[config.mk]
export PLATFORM = sky130hd
export DESIGN_NAME = skid_fifo
export DESIGN_NICKNAME = d
export VERILOG_FILES = /design/src/rtl/skid_fifo.sv
export SDC_FILE = /design/constraint.sdc
export NUM_CORES = 1
export LEC_CHECK = 0
export CAP_MARGIN = 15
export CELL_PAD_IN_SITES_DETAIL_PLACEMENT = 0
export CELL_PAD_IN_SITES_GLOBAL_PLACEMENT = 1
export CORE_MARGIN = 1
export CORE_UTILIZATION = 47
export DETAILED_ROUTE_END_ITERATION = 16
export GPL_TIMING_DRIVEN = 0
export PLACE_DENSITY = 0.77
export SLEW_MARGIN = 30
export SYNTH_ARGS = -nofsm -noshare
export SYNTH_HDL_FRONTEND = slang
export SYNTH_SLANG_ARGS = --single-unit
[constraint.sdc]
create_clock -name clk -period 3.13 [get_ports clk]
set_input_delay 0.626 -clock clk [delete_from_list [all_inputs] [get_ports clk]]
set_output_delay 0.626 -clock clk [all_outputs]
set_load 0.02 [all_outputs]
[src/rtl/skid_fifo.sv]
// skid_fifo: registered-output FIFO with AXI-Stream style handshakes on both ports.
// Define SKID_FIFO_LEVEL_EN to expose the occupancy count on level; otherwise level is tied to 0.
module skid_fifo #(
  parameter int DATA_WIDTH = 8,
  parameter int DEPTH      = 4
) (
  input  logic                     clk,
  input  logic                     resetn,
  input  logic [DATA_WIDTH-1:0]    in_data,
  input  logic                     in_last,
  input  logic                     in_valid,
  output logic                     in_ready,
  output logic [DATA_WIDTH-1:0]    out_data,
  output logic                     out_last,
  output logic                     out_valid,
  input  logic                     out_ready,
  output logic [$clog2(DEPTH):0]   level
);
  localparam int AW = $clog2(DEPTH);
  logic [DATA_WIDTH:0] mem [DEPTH];
  logic [AW-1:0] wr_ptr, rd_ptr, rd_nxt;
  logic [AW:0] cnt, cnt_nxt;
  logic push, pop, head_in;
  always_comb begin
    push    = in_valid && in_ready;
    pop     = out_valid && out_ready;
    rd_nxt  = rd_ptr + AW'(pop);
    cnt_nxt = cnt + (AW+1)'(push) - (AW+1)'(pop);
    head_in = push && cnt_nxt == (AW+1)'(1);
  end
  always_ff @(posedge clk)
    if (push) mem[wr_ptr] <= {in_last, in_data};
  // The head register is refilled from the bypass when the pushed beat becomes the only entry.
  always_ff @(posedge clk or negedge resetn)
    if (!resetn) begin
      wr_ptr    <= '0;
      rd_ptr    <= '0;
      cnt       <= '0;
      in_ready  <= 1'b0;
      out_valid <= 1'b0;
      out_data  <= '0;
      out_last  <= 1'b0;
    end else begin
      wr_ptr    <= wr_ptr + AW'(push);
      rd_ptr    <= rd_nxt;
      cnt       <= cnt_nxt;
      in_ready  <= cnt_nxt < (AW+1)'(DEPTH);
      out_valid <= cnt_nxt != '0;
      if (head_in) {out_last, out_data} <= {in_last, in_data};
      else if (pop && cnt_nxt != '0) {out_last, out_data} <= mem[rd_nxt];
    end
`ifdef SKID_FIFO_LEVEL_EN
  assign level = cnt;
`else
  assign level = '0;
`endif
endmodule

==> results.sh, run 1 <==
export IMPL_yosysTopAreaCell="edfxtp_1"
export IMPL_cts_inserted_buffers=5
export IMPL_min_period_over_period_pct=97.0
export IMPL_cts_tree="built"
export IMPL_yosysUniqueCellTypes=24
export IMPL_htree_levels=2
export IMPL_synth_seq_cells=54
export IMPL_numClockSinks=54
export IMPL_async_reset_ff_share_pct=33.3
export IMPL_p_int_w=0.00208
export IMPL_seq_power_share_pct=34.3
export IMPL_met1_usage_pct=25.9
export IMPL_clock_path_buffers=2
export IMPL_status="completed"
export IMPL_path_clk_slew_ns=0.10
export IMPL_switching_share_pct=32.4
export IMPL_dpl_instance_area_um2=2570
export IMPL_die_area_um2=5020
export IMPL_insertion_delay_ns=0.31
export IMPL_slowest_stage="clkdlybuf4s50_1"
export IMPL_max_slew_margin_pct=59.5
export IMPL_crit_path_end_kind="register"
export IMPL_grt_pass1_vias=1215
export IMPL_required_ns=3.33
export IMPL_rsz0062_at_grt="no"
export IMPL_worst_pin_slew_ns=0.606
export IMPL_clock_tree_root_cell="clkbuf_8"
export IMPL_ant_nets=0
export IMPL_r2r_start="out_valid"
export IMPL_fin_skew_ns=0.0116
export IMPL_num_vias=1097
export IMPL_area_delta_synth_final_pct=25.3
export IMPL_routed_wl_um=3870
export IMPL_total_leakage_power_nw=1.11
export IMPL_yosysWarnings=0
export IMPL_fin_area_um2=2790
export IMPL_track_usage_pct=18.6
export IMPL_synthTopCellsByArea="edfxtp_1 49%, dfrtp_1 20%, mux4_2 9.1%"
export IMPL_grt_pass1_wl_um=6560
export IMPL_finalNetCount=169
export IMPL_syn_inst=110
export IMPL_worstPathCellList="clkdlybuf4s50_1 > and2_4 > ha_1 > inv_1 > ha_2 > fa_2 > xor3_2 > inv_2 > or3_4 > o21a_4 > buf_8 > mux2_4"
export IMPL_grt_max_degree=19
export IMPL_switchingPower_w=0.000995
export IMPL_drt_iter0_markers=124
export IMPL_drc=0
export IMPL_reg2reg_slack_ns=0.41
export IMPL_path_max_fanout=5
export IMPL_critPathLaunchType="input pin"
export IMPL_hold_class="input pin to async pin"
export IMPL_ctsHoldBuffers=0
export IMPL_synth_cell_area_um2=2230
export IMPL_combPwrFrac_pct=53.1
export IMPL_die_height_um=70.8
export IMPL_synth_edf_count=36
export IMPL_antennaDiodeCount=0
export IMPL_synth_ff_type="edfxtp_1"
export IMPL_critPathKind="input pin to register"
export IMPL_clockPowerShare_pct=12.7
export IMPL_finalSetupTns_ns=0
export IMPL_design_portCount=27
export IMPL_finalHoldViolations=0
export IMPL_yosysSeqAreaShare_pct=68.8
export IMPL_die_width_um=70.8
export IMPL_row_count=24
export IMPL_cp_top_family="adder cells"
export IMPL_io_buffers=23
export IMPL_synth_top_area_share_pct=48.5
export IMPL_wl_per_cell_um=19.0
export IMPL_top_usage_layer="met2"
export IMPL_final_setup_viol_count=0
export IMPL_rr_worst_depth=11
export IMPL_fin_crit_ns=3.04
export IMPL_grt_util_met3_pct=3.42
export IMPL_gp_congestion=0.688
export IMPL_use_met2_pct=28.4
export IMPL_antenna_found_initial=0
export IMPL_path_buf_inv=4
export IMPL_via_per_inst=5.38
export IMPL_grt_overflow_total=0
export IMPL_firstDrtPassIters=6
export IMPL_dp_final_hpwl_um=2430
export IMPL_slowest_delay_ns=0.41
export IMPL_max_freq_ghz=0.329
export IMPL_p_per_area_nw_per_um2=1100
export IMPL_cap_viol_max_count=0
export IMPL_drive_above_1_share_pct=41.4
export IMPL_ir_drop_mv=0.531
export IMPL_coreArea_um2=4440
export IMPL_avgSynthCellArea_um2=20.2
export IMPL_start_util_pct=50.1
export IMPL_rr_endpoint="out_data[3]"
export IMPL_finalMaxSlewViolations=0
export IMPL_arrival_ns=3.23
## flip-flops by register name (all words and copies together), names as in the netlist
signal	cells
mem	36
out_data	8
cnt	3
rd_ptr	2
wr_ptr	2
in_ready	1
out_last	1
out_valid	1
## kinds of logic after synthesis
logic type / count (synthesis) / synth area share (%)
compound gates: 1 / 0.337
simple gates: 9 / 3.03
buf+inv: 10 / 2.58
other cells: 1 / 0.168
fa+ha+maj: 5 / 3.15
xor+xnor: 3 / 2.25
mux: 27 / 19.7
flops: 54 / 68.8
## layout make-up
type,instances,area (um2)
Inverter,5,18.8
Buffer,5,42.5
Sequential cell,54,1530
Fill cell,336,1650
Tap cell,52,65.1
Timing Repair Buffer,31,308
Multi-Input combinational cell,49,734
Clock inverter,3,21.3
Clock buffer,5,68.8
## how the worst max path moves through the flow
stage | from | endpoint | slack [ns] | depth (start not counted)
finish | out_ready | out_data[3] | 0.09 | 12
global route | out_ready | out_data[3] | 0.02 | 12
CTS | out_ready | out_data[3] | 0.002 | 12
detailed placement | in_valid | out_data[5] | -0.52 | 10
global placement | in_valid | out_data[5] | -0.45 | 10
floorplan | out_ready | out_data[0] | 0.25 | 11
## cells in the final DEF (no fill, tap or decap), types with 2 or more instances in the layout
| master | synthesis | routed |
|---|---|---|
| conb_1 | 1 | 3 |
| clkbuf_8 | 0 | 5 |
| buf_4 | 3 | 9 |
| edfxtp_1 | 36 | 36 |
| nand4b_4 | 0 | 2 |
| mux2_2 | 9 | 4 |
| clkdlybuf4s50_1 | 0 | 21 |
| mux4_2 | 9 | 9 |
| dfrtp_1 | 18 | 18 |
| mux2_4 | 9 | 14 |
| nor3b_2 | 0 | 2 |
| inv_1 | 4 | 4 |
| ha_1 | 4 | 3 |
## through the flow
stage               util, %  total power, W  instances  hold slack (ns)  setup WS [ns]
floorplan                 -         0.00200        112            0.330          0.248
global placement       56.9         0.00232        187            0.485         -0.449
detailed placement     57.8         0.00238        190            0.496         -0.520
CTS                    62.9         0.00311        204            0.519        0.00209
global route           62.8         0.00325        204            0.271         0.0202
finish                 62.8         0.00307        204            0.242         0.0928
## worst register-to-register path, stage by stage (launching register included)
cell and delay (ns):
dfrtp_1 0.40, and2_4 0.17, ha_1 0.27, inv_1 0.04, ha_2 0.17, fa_2 0.35
xor3_2 0.24, inv_2 0.05, or3_4 0.33, o21a_4 0.15, buf_8 0.14, mux2_4 0.29
## power by group through the flow
stage                     sequential [W]  combinational [W]  clock (W)
after floorplan                  0.00114           0.000866          0
after global placement           0.00105            0.00127          0
after detailed placement         0.00107            0.00131          0
after CTS                        0.00105            0.00166   0.000396
after global routing             0.00107            0.00174   0.000427
final                            0.00105            0.00163   0.000390
## layer usage
layer,part of all wire [%],vias to the layer above
met5,0,-
met4,2.2,0
met3,3.0,7
met2,47,25
met1,48,561
li1,-,504
## timing repair
action | in CTS | in global routing
gates cloned | 2 | 0
endpoints found under the setup margin | 9 | 9
setup buffers | 4 | 0
gates resized for setup | 18 | 0
pin swaps | 4 | 1
## synth_stat cells, types with 2 or more instances
library cell / n
edfxtp_1: 36
nor3_1: 2
inv_1: 4
mux4_2: 9
ha_1: 4
mux2_4: 9
dfrtp_1: 18
mux2_2: 9
buf_4: 3
nor3b_1: 2
(Power assumes the default switching activity.)
==> inputs of run 2 (changes only) <==
--- a/config.mk
+++ b/config.mk
@@ -6,4 +6,5 @@
 export NUM_CORES = 1
 export LEC_CHECK = 0
+export ABC_AREA = 0
 export CAP_MARGIN = 15
 export CELL_PAD_IN_SITES_DETAIL_PLACEMENT = 0
==> constraint.sdc (replaced) <==
create_clock -name clk -period 3.13 [get_ports clk]
set_input_delay 0.626 -clock clk [delete_from_list [all_inputs] [get_ports clk]]
set_output_delay 0.626 -clock clk [all_outputs]
set_load 0.01 [all_outputs]
==> results of run 2 <==
The final DEF is identical to that of run 1. Status: completed.
Main changes from that run: total power 0.00307 W -> 0.00302 W; worst IR drop on VDD 0.531 mV -> 0.529 mV
==> inputs of run 3 (changes only) <==
- ABC_CLOCK_PERIOD_IN_PS: unset -> 3130
- GPL_TIMING_DRIVEN: 0 -> unset
==> results.sh, run 3 (same netlist as run 1, synthesis figures left out) <==
export IMPL_status="completed"
export IMPL_gp_congestion=0.709
export IMPL_arrival_ns=3.03
export IMPL_critPathLaunchType="input pin"
export IMPL_htree_levels=2
export IMPL_met1_usage_pct=24.2
export IMPL_ant_nets=0
export IMPL_fin_area_um2=2720
export IMPL_layout_setup_ws_ns=0.291
export IMPL_use_met2_pct=29.0
export IMPL_largestRegisters="mem (36), out_data (8), cnt (3)"
export IMPL_antennaDiodeCount=0
export IMPL_min_period_over_period_pct=90.7
export IMPL_fill_cells=339
export IMPL_multi_input_area_um2=668
export IMPL_ir_drop_mv=0.552
export IMPL_cts_inserted_buffers=5
export IMPL_regArea_um2=1530
export IMPL_drc=0
export IMPL_finalNetCount=169
export IMPL_row_count=24
export IMPL_track_usage_pct=17.9
export IMPL_largest_reg_flops=36
export IMPL_max_freq_ghz=0.352
export IMPL_fin_skew_ns=0.00582
export IMPL_finalSetupTns_ns=0
export IMPL_crit_path_end_kind="register"
export IMPL_required_ns=3.32
export IMPL_finalHoldViolations=0
export IMPL_grt_overflow_total=0
export IMPL_mostFrequentLayoutCell="edfxtp_1"
export IMPL_antenna_found_initial=0
export IMPL_rsz0062_at_grt="no"
export IMPL_via_per_inst=5.32
export IMPL_ctsHoldBuffers=0
export IMPL_routed_wl_um=3940
export IMPL_grt_pass1_wl_um=6370
export IMPL_regMostFlops="mem"
export IMPL_hold_class="input pin to async pin"
export IMPL_clock_tree_root_cell="clkbuf_8"
export IMPL_grt_util_met3_pct=3.56
export IMPL_fin_crit_ns=2.84
export IMPL_die_area_um2=5020
export IMPL_cts_tree="built"
export IMPL_dp_final_hpwl_um=2700
export IMPL_drive_above_1_share_pct=38.8
export IMPL_post_place_ws_ns=-0.305
export IMPL_switching_share_pct=29.6
export IMPL_top_usage_layer="met2"
export IMPL_dpl_instance_area_um2=2600
export IMPL_finalMaxSlewViolations=0
export IMPL_switchingPower_w=0.000836
export IMPL_grt_pass1_vias=1194
export IMPL_path_max_fanout=6
export IMPL_grt_max_degree=19
export IMPL_firstDrtPassIters=10
export IMPL_path_clk_slew_ns=0.09
export IMPL_drt_iter0_markers=64
export IMPL_cap_viol_max_count=0
export IMPL_critPathKind="input pin to register"
export IMPL_p_per_area_nw_per_um2=1040
export IMPL_hold_worst_slack_ns=0.242
export IMPL_total_leakage_power_nw=1.06
export IMPL_numClockSinks=54
export IMPL_final_cell_mix="36 x edfxtp_1, 20 x clkdlybuf4s50_1, 18 x dfrtp_1"
export IMPL_area_delta_synth_final_pct=22.2
export IMPL_coreArea_um2=4440
export IMPL_insertion_delay_ns=0.30
export IMPL_p_int_w=0.00199
export IMPL_clock_path_buffers=2
export IMPL_max_slew_margin_pct=60.8
export IMPL_design_portCount=27
export IMPL_die_height_um=70.8
export IMPL_die_width_um=70.8
export IMPL_start_util_pct=50.1
export IMPL_clockPowerShare_pct=13.8
export IMPL_final_setup_viol_count=0
export IMPL_post_cts_setup_buffers=0
export IMPL_wl_per_cell_um=19.3
export IMPL_io_buffers=23
export IMPL_num_vias=1086
export IMPL_combPwrFrac_pct=48.9
export IMPL_seq_power_share_pct=37.3
export IMPL_worst_pin_slew_ns=0.588
run 3: cell types whose count changed in the layout (fill, tap and decap cells not counted), moves of 2 or more:
cell,previous run,this run
nor3b_2,2,0
mux2_4,14,9
mux2_2,4,9
nor3b_1,0,2
nand4b_4,2,0
dlymetal6s2s_1,0,2
buf_4,9,11
buf_6,1,3
run 3: per-layer routing:
layer | part of all wire [%] | vias up
met5 | 0 | -
met4 | 1.7 | 0
met3 | 2.5 | 7
met2 | 51 | 19
met1 | 45 | 563
li1 | - | 497
run 3: per-stage QoR:
step | utilization, % | cells | power (W)
2_1_floorplan | - | 112 | 0.00195
3_3_place_gp | 58.4 | 196 | 0.00238
3_5_place_dp | 58.4 | 196 | 0.00242
4_1_cts | 60.5 | 204 | 0.00282
5_1_grt | 61.2 | 204 | 0.00300
6_report | 61.2 | 204 | 0.00283
run 3: path summary, 6_finish.rpt:
path / from / to / slack (ns) / cells past startpoint
setup / recovery: out_ready / out_data[1] / 0.29 / 12
hold / removal: resetn / wr_ptr[0] / 0.24 / 1
setup reg to reg: out_valid / out_data[1] / 0.32 / 11
hold reg to reg: out_last / out_last / 0.52 / 1
max in group asynchronous: resetn / out_data[3] / 2.59 / 1
min in group clk: out_last / out_last / 0.52 / 1
run 3: area by class of cell:
cell class | count | area share [%]
multi-input combinational | 48 | 24.6
clock buffer | 7 | 3.17
timing repair buffer | 37 | 12.7
clock inverter | 1 | 0.184
tap | 52 | 2.39
inverter | 5 | 0.690
sequential | 54 | 56.3
run 3: critical path: stages:
cell and delay, ns:
dlymetal6s2s_1 0.12, and2_4 0.15, ha_4 0.25, inv_1 0.04, ha_2 0.17, fa_2 0.36
xor3_2 0.35, inv_2 0.06, or3_4 0.33, o21a_1 0.15, buf_6 0.15, mux2_4 0.29
run 3: timing repair:
| action | CTS | global route |
|---|---|---|
| endpoints found under the setup margin | 0 | 9 |
| endpoints found under the hold margin | 0 | 0 |
| resized for setup | 0 | 10 |
run 3: power groups by stage:
stage | combinational, W | sequential [W] | clock, W
2_1_floorplan | 0.000865 | 0.00108 | 0
3_3_place_gp | 0.00132 | 0.00106 | 0
3_5_place_dp | 0.00135 | 0.00107 | 0
4_1_cts | 0.00136 | 0.00106 | 0.000404
5_1_grt | 0.00149 | 0.00107 | 0.000436
6_report | 0.00138 | 0.00105 | 0.000391
